==> src/rtl/demod_bit_capture.sv <==
// Capture engine for the demodulator bit stream: strobe edge detect, optional
// sync-word hunt, LSB-first word packing and a show-ahead FIFO for a reader.
module demod_bit_capture #(
    parameter int unsigned WORD_W    = 8,
    parameter int unsigned DEPTH     = 16,
    parameter int unsigned SYNC_W    = 32,
    parameter int unsigned CAP_WORDS = 8
) (
    input  logic                     clk,
    input  logic                     rst,
    input  logic                     mode,
    input  logic                     arm,
    input  logic                     stop,
    input  logic [SYNC_W-1:0]        sync_word,
    input  logic                     update,
    input  logic                     data_in,
    input  logic                     rd_en,
    output logic [WORD_W-1:0]        rd_data,
    output logic                     rd_valid,
    output logic [$clog2(DEPTH):0]   level,
    output logic                     overflow,
    output logic [1:0]               state,
    output logic [31:0]              bit_count,
    output logic [31:0]              sample_count
);

    localparam int unsigned PTR_W  = $clog2(DEPTH);
    localparam int unsigned LVL_W  = PTR_W + 1;
    localparam int unsigned IDX_W  = $clog2(WORD_W);
    localparam int unsigned WCNT_W = 16;

    typedef enum logic [1:0] {
        S_IDLE    = 2'd0,
        S_HUNT    = 2'd1,
        S_CAPTURE = 2'd2,
        S_DONE    = 2'd3
    } state_t;

    state_t              state_q;
    state_t              state_n_c;

    logic                upd_q;
    logic [SYNC_W-2:0]   hist_q;
    logic                bit_ev_c;
    logic                match_c;

    logic                mode_q;
    logic [WORD_W-2:0]   pack_q;
    logic [WORD_W-1:0]   pack_sh_c;
    logic [IDX_W-1:0]    idx_q;
    logic [WCNT_W-1:0]   words_q;
    logic                word_done_c;
    logic                last_word_c;

    logic                arm_ok_c;
    logic                pack_en_c;
    logic                pack_clr_c;
    logic                push_c;

    logic                push_q;
    logic [WORD_W-1:0]   push_word_q;

    logic [WORD_W-1:0]   mem [DEPTH];
    logic [PTR_W-1:0]    wr_ptr_q;
    logic [PTR_W-1:0]    rd_ptr_q;
    logic [PTR_W-1:0]    rd_ptr_n_c;
    logic [LVL_W-1:0]    level_n_c;
    logic                do_pop_c;
    logic                full_c;
    logic                wr_ok_c;
    logic                drop_c;

    // One event per rising strobe; the history window ends with the current bit.
    assign bit_ev_c    = update && !upd_q;
    assign match_c     = ({hist_q, data_in} == sync_word);
    assign pack_sh_c   = {data_in, pack_q};
    assign word_done_c = bit_ev_c && (idx_q == IDX_W'(WORD_W - 1));
    assign last_word_c = (words_q == WCNT_W'(CAP_WORDS - 1));
    assign state       = state_q;

    always_ff @(posedge clk or posedge rst) begin
        if (rst) begin
            state_q <= S_IDLE;
        end else begin
            state_q <= state_n_c;
        end
    end

    always_comb begin
        state_n_c = state_q;
        if (stop) begin
            state_n_c = S_IDLE;
        end else begin
            case (state_q)
                S_IDLE:    if (arm) state_n_c = mode ? S_HUNT : S_CAPTURE;
                S_HUNT:    if (bit_ev_c && match_c) state_n_c = S_CAPTURE;
                S_CAPTURE: if (word_done_c && mode_q && last_word_c) state_n_c = S_DONE;
                S_DONE:    state_n_c = S_DONE;
                default:   state_n_c = S_IDLE;
            endcase
        end
    end

    // Datapath controls; stop always wins and throws away the partial word.
    always_comb begin
        arm_ok_c   = 1'b0;
        pack_en_c  = 1'b0;
        pack_clr_c = 1'b0;
        push_c     = 1'b0;
        if (stop) begin
            pack_clr_c = 1'b1;
        end else begin
            case (state_q)
                S_IDLE: begin
                    if (arm) begin
                        arm_ok_c   = 1'b1;
                        pack_clr_c = 1'b1;
                    end
                end
                S_HUNT: begin
                    if (bit_ev_c && match_c) pack_clr_c = 1'b1;
                end
                S_CAPTURE: begin
                    if (bit_ev_c) begin
                        pack_en_c = 1'b1;
                        push_c    = word_done_c;
                    end
                end
                default: ;
            endcase
        end
    end

    always_ff @(posedge clk or posedge rst) begin
        if (rst) begin
            upd_q        <= 1'b0;
            hist_q       <= '0;
            bit_count    <= '0;
            sample_count <= '0;
        end else begin
            upd_q        <= update;
            sample_count <= sample_count + 32'd1;
            if (bit_ev_c) begin
                hist_q    <= {hist_q[SYNC_W-3:0], data_in};
                bit_count <= bit_count + 32'd1;
            end
        end
    end

    // Packing: newest bit enters at the MSB so the first bit lands in the LSB.
    always_ff @(posedge clk or posedge rst) begin
        if (rst) begin
            mode_q      <= 1'b0;
            pack_q      <= '0;
            idx_q       <= '0;
            words_q     <= '0;
            push_q      <= 1'b0;
            push_word_q <= '0;
        end else begin
            push_q <= push_c;
            if (push_c) push_word_q <= pack_sh_c;
            if (arm_ok_c) mode_q <= mode;
            if (pack_clr_c) begin
                idx_q   <= '0;
                words_q <= '0;
            end else if (pack_en_c) begin
                pack_q <= pack_sh_c[WORD_W-1:1];
                if (push_c) begin
                    idx_q   <= '0;
                    words_q <= words_q + WCNT_W'(1);
                end else begin
                    idx_q <= idx_q + IDX_W'(1);
                end
            end
        end
    end

    // FIFO bookkeeping; a full FIFO still accepts a push paired with a pop.
    assign do_pop_c   = rd_en && (level != '0);
    assign full_c     = (level == LVL_W'(DEPTH));
    assign wr_ok_c    = push_q && (!full_c || do_pop_c);
    assign drop_c     = push_q && full_c && !do_pop_c;
    assign rd_ptr_n_c = rd_ptr_q + PTR_W'(do_pop_c);
    assign level_n_c  = level + LVL_W'(wr_ok_c) - LVL_W'(do_pop_c);

    always_ff @(posedge clk) begin
        if (wr_ok_c) mem[wr_ptr_q] <= push_word_q;
    end

    always_ff @(posedge clk or posedge rst) begin
        if (rst) begin
            wr_ptr_q <= '0;
            rd_ptr_q <= '0;
            level    <= '0;
            rd_valid <= 1'b0;
            rd_data  <= '0;
            overflow <= 1'b0;
        end else begin
            if (wr_ok_c) wr_ptr_q <= wr_ptr_q + PTR_W'(1);
            rd_ptr_q <= rd_ptr_n_c;
            level    <= level_n_c;
            rd_valid <= (level_n_c != '0);
            // Bypass the word being written when it becomes the new head.
            if (level_n_c != '0) begin
                rd_data <= (wr_ok_c && (wr_ptr_q == rd_ptr_n_c)) ? push_word_q : mem[rd_ptr_n_c];
            end
            if (drop_c) begin
                overflow <= 1'b1;
            end else if (arm_ok_c) begin
                overflow <= 1'b0;
            end
        end
    end

endmodule

==> config.mk <==
export PLATFORM = sky130hd
export DESIGN_NAME = demod_bit_capture
export DESIGN_NICKNAME = d
export VERILOG_FILES = /design/src/rtl/demod_bit_capture.sv
export SDC_FILE = /design/constraint.sdc
export NUM_CORES = 1
export LEC_CHECK = 0
export ABC_AREA = 1
export CORE_ASPECT_RATIO = 1.4
export CORE_MARGIN = 4
export CORE_UTILIZATION = 51
export DETAILED_ROUTE_END_ITERATION = 8
export DONT_BUFFER_PORTS = 1
export PLACE_DENSITY = 0.73
export SLEW_MARGIN = 10
export SYNTH_ARGS = -nofsm -noshare
export SYNTH_HDL_FRONTEND = slang
export SYNTH_SLANG_ARGS = --single-unit
==> constraint.sdc <==
create_clock -name clk -period 7.2 [get_ports clk]
set_clock_uncertainty 0.05 [all_clocks]
set_input_delay 1.8 -clock clk [delete_from_list [all_inputs] [get_ports clk]]
set_output_delay 1.8 -clock clk [all_outputs]
set_load 0.01 [all_outputs]
# Word-level counts from Yosys, hierarchy flattened

Memories as Yosys holds them, arrays and structs flattened. A register that Yosys moved wholly into a read port is not among the register bits.
Cells that the tools add are included.

$add $sub $neg: 8
Equal/unequal tests: 10
Multiplexer cells: 28
Bitwise gates (word level): 1
Reduce and logical (&&, ||, !) cells: 22

Operator list:

| cell                  | count |
|---|---|
| $add 32x1->32 const B | 2 |
| $mux 16               | 3 |
| $eq 32x32->1          | 1 |
| $add 16x1->16 const B | 1 |
| $eq 16x3->1 const B   | 1 |
| $mux 1                | 15 |
| $mux 2                | 5 |
| $reduce_bool 5->1     | 2 |
| $logic_and 1x1->1     | 9 |
| $mux 3                | 3 |
| $ne 3x3->1 const B    | 3 |
| $pmux 2 s4            | 1 |
| $reduce_bool 2->1     | 3 |
| $add 5x1->5           | 1 |
| $eq 5x5->1 const B    | 1 |
| $sub 5x1->5           | 1 |
| $add 4x1->4           | 1 |
| $add 4x1->4 const B   | 1 |
| $eq 2x2->1 const B    | 2 |
| $reduce_and 2->1      | 2 |
| $add 3x1->3 const B   | 1 |
| $eq 3x3->1 const B    | 1 |
| $logic_not 1->1       | 3 |
| $reduce_and 3->1      | 1 |
| 5 further kinds       | 5 |

Bits in registers: 149
RAM bits: 128
Bits of input ports: 40
Output and inout bits: 81
Word-level logic and storage cells: 86
Memories: 1

Memory list:

| memory | depth | width | rd ports | clocked after Yosys merged registers in | wr ports | line | text |
|---|---|---|---|---|---|---|---|
| mem    | 16    | 8     | 1        | 1                                       | 1        | 63   | `logic [WORD_W-1:0] mem [DEPTH];` |

# Depth between registers and ports, before layout

Word-level depth: 9
Depth in mapped cells: 18
Depth with buffers taken out: 17

# Worst setup path before layout

No wires, ideal clock.

Path type: input-to-reg
From: in rd_en
To: reg rd_data[0] (read register of mem)
Library setup time: 0.116 ns
Arrival time: 3.809 ns
Data required time: 7.034 ns
Path slack: 3.225 ns
Stages: 15
Buffers on the path: 1
Cell sequence: nor3b_1 nor2_2 nand2_1 nand2_1 ha_1 fa_1 a21oi_1 o21bai_1 xor2_1 nand3_1 inv_2 buf_2 nor2_1 nand2_1 nand2_1

Cells in the longest elaborated chain, start to end: 6
Elaborated cells between the ends (all ways): 7
Those cells by class: add/sub: 3; reduce/logical: 4

Ends and longest elaborated chain:

| what                | line | text |
|---|---|---|
| from (decl)         | 17   | `input logic rd_en,` |
| $logic_and 1x1->1 * | 179  | `assign do_pop_c = rd_en && (level != '0);` |
| $logic_or 1x1->1    | 181  | `assign wr_ok_c = push_q && (!full_c \|\| do_pop_c);` |
| $logic_and 1x1->1   | 181  |  |
| $add 5x1->5         | 184  | `assign level_n_c = level + LVL_W'(wr_ok_c) - LVL_W'(do_pop_c);` |
| $sub 5x1->5         | 184  |  |
| $reduce_bool 5->1   | 204  | `if (level_n_c != '0) begin` |
| to (decl)           | 18   | `output logic [WORD_W-1:0] rd_data,` |

Mark *: on every way between the ends. The rest lies on a longest branch, timed or not.
A chain may end at the register's enable or synchronous reset.

# Final worst setup path

From: in rd_en
To: reg rd_data[3] (read register of mem)

The elaborated chain is that of the path after synthesis.

==> out/metrics.csv <==
stage,metric,value,unit
timing,hold_slack,0.4384,ns
floorplan,die_area,28700,um^2
global_route,first_global_vias,9665,
synthesis,synth_nets,1479,
timing,finalCriticalPeriod,3.979,ns
global_route,grt_use_total,20.97,%
timing,setup_violations,0,
critical_path,slowest_stage,xnor2_2,
global_route,grt_max_degree,81,
critical_path,required,7.62,ns
route,drc,0,
route,routed_wl,29.68,mm
synthesis,synth_edf_count,128,
layout,fillers,2182,
timing,setup-tns-final,0,ns
synthesis,synth_area,13270,um^2
cts,postCtsSetupRepairBufs,0,
cts,cts_resized,0,
placement,hpwl,20.29,mm
timing,final_max_slew_viol_count,0,
power_and_ir_drop,power,4.843,mW
synthesis,synth_seq_cells,285,
timing,period_share,55.26,%
cts,clk-insertion-delay-late,0.55,ns
critical_path,critPathMaxStageDelay,0.73,ns
route,drtIter0Drc,732,
floorplan,die_x,144.3,um
min_path,hp-class,reg -> reg,
power_and_ir_drop,peakVddDrop,0.0001914,V
placement,io_buffers,0,
layout,finalInstanceArea,14580,um^2
timing,worst_slack,3.221,ns
timing,max-slew-margin-rel,32.32,%
power_and_ir_drop,power.leakage,6.105,nW
cts,path_clk_slew,0.06,ns
timing,fmax,0.2513,GHz
global_route,grt_pass1_wl,48.53,mm
floorplan,core,25550,um^2
route,antenna_left,0,
route,post_drt_wl_per_cell,16.86,um
critical_path,crit_buf_inv,2,
synthesis,yosys_warnings,0,
timing,worst_pin_slew,1.015,ns
placement,gp_congestion,0.9047,
layout,n_antenna_cell,0,
status,outcome,"finished, final reports clean",
layout,nNetsFinal,1476,
critical_path,crit_family,simple AND/OR/NAND/NOR gates,
floorplan,die_y,198.8,um
layout,layout_common_cells,"nand2_1, nor2_1, dfrtp_1",
global_route,grt_overflow,0,
route,viasPerCell,5.451,
cts,cts_num_sinks,285,
min_path,worstHoldStart,pack_q[4],
critical_path,critPathKind,in -> reg,
placement,dpl-instance-area,13540,um^2
critical_path,cp_max_fo,18,
floorplan,placementRows,69,
global_route,antenna_found_initial,0,
synthesis,yosysSeqAreaShare,58.58,%
layout,layout_commonest_cell,nand2_1,
synthesis,syn_avg_cell_area,9.330,um^2
timing,rsz0062_at_grt,false,
critical_path,rrSetupSlack,3.58,ns
run,max_cap_violations,0,
cts,cts_tree,done,
layout,syn_to_final_growth,9.892,%
floorplan,start_util,51.92,%
critical_path,crit_path_cell_trace,o21ai_0 -> inv_1 -> ha_1 -> ha_1 -> xnor2_2 -> inv_2 -> nor2_1 -> nor3_2 -> nand3_2 -> nor2_1 -> nor2_1 -> nand2_1 -> nand2_1,
cts,h-tree-depth,1,
cts,cts_hold_buffers,0,
cts,cts_made_buffers,28,
cts,ctsLongestPathBuffers,3,
power_and_ir_drop,power_density,332.1,nW/um^2
critical_path,worstSetupStartpointType,primary input,
floorplan,ioPinCount,121,
placement,dp_worst_setup_slack,2.636,ns
critical_path,cp-startpoint,rd_en,
critical_path,endpoint_kind,register,
route,via_count,9594,
layout,layout-drive-gt1-share,5.968,%
cts,cts_root_buf,clkbuf_16,
critical_path,cp_common_cell,nor2_1,
critical_path,cp.arrival,4.40,ns
timing,hold_viol,0,
synthesis,ys.flop_type,dfrtp_1,
critical_path,r2r-start,level[2],
synthesis,synthDistinctLibCells,38,
route,dr.pass1.iters,5,
synthesis,ys_async_sr_fraction,55.09,%
synthesis,syn-instance-count,1422,
[per-layer routing]
metal  GRT usage, %  vias to the layer above  wire (um)
li1               -                     4655          -
met1          25.10                     4571      11400
met2          36.28                      287      14980
met3          5.483                       81       2240
met4          7.674                        0       1054
met5              0                        -          0
[cell families (layout without fill, tap and decap cells)]
| family | after synthesis | in the layout | share of synthesized area [%] |
|---|---|---|---|
| AND/OR/NAND/NOR | 684 | 684 | 21.77 |
| flip-flops | 285 | 285 | 58.58 |
| buffers and inverters | 197 | 216 | 5.743 |
| AO/OA/AOI/OAI | 155 | 155 | 6.507 |
| XOR/XNOR | 84 | 84 | 5.743 |
| adder cells (fa/ha/maj) | 17 | 17 | 1.660 |
[power by group]
| part | internal (mW) | switching, mW |
|---|---|---|
| clock | 0.992 | 0.622 |
| sequential | 1.81 | 0.145 |
| combinational | 0.419 | 0.853 |
| total | 3.22 | 1.62 |
[state kept, by name (all words and copies together), names as in the netlist, 3 cells and up]
signal	count
sample_count	32
idx_q	3
words_q	16
rd_ptr_q	4
bit_count	32
pack_q	7
level	5
mem	128
push_word_q	8
hist_q	31
rd_data	8
wr_ptr_q	4
[worst reg2reg max path: stages (launching register included)]
cell and delay, ns:
dfrtp_1 0.44, inv_1 0.11, ha_1 0.15, nand2_1 0.06, o21ai_0 0.24, inv_1 0.10, ha_1 0.23, ha_1 0.22
xnor2_2 0.73, inv_2 0.37, nor2_1 0.21, nor3_2 0.06, nand3_2 0.26, nor2_1 0.08, nor2_1 0.11, nand2_1 0.07
nand2_1 0.06
[cell type report]
cell class | instances | area, um^2 | area share [%]
flip-flops and latches | 285 | 7772 | 53.31
clock buffers | 41 | 879.6 | 6.033
inverters | 160 | 605.6 | 4.153
multi-input cells | 940 | 4733 | 32.46
clock inverters | 11 | 160.2 | 1.098
repair buffers | 4 | 30.03 | 0.2060
well taps | 319 | 399.1 | 2.738
[per-stage QoR]
step | util (%) | std cells
2_1_floorplan | - | 1422
6_report | 57.06 | 1760
4_1_cts | 57.06 | 1760
5_1_grt | 57.06 | 1760
3_5_place_dp | 52.99 | 1708
3_3_place_gp | 52.99 | 1708
[synth_stat cells, types with 32 or more instances]
cell,n,share of area (%)
nand2_1,295,8.3
edfxtp_1,128,29
nand4_1,36,1.7
nand3_1,68,2.6
nor2_1,225,6.4
o21ai_0,113,4.3
dfrtp_1,157,30
o211ai_1,32,1.8
nor3_1,33,1.2
inv_1,146,4.1
xor2_1,60,4.0
[path summary, 6_finish.rpt]
| kind | endpoint | cells after the start |
|---|---|---|
| max | rd_data[3] | 13 |
| min reg2reg | pack_q[4] | 2 |
| max reg2reg | rd_data[3] | 16 |
| max in group asynchronous | sample_count[3] | 2 |
| min in group asynchronous | hist_q[18] | 1 |
| min | pack_q[4] | 2 |
No activity file was read; power rests on OpenSTA's default activity.
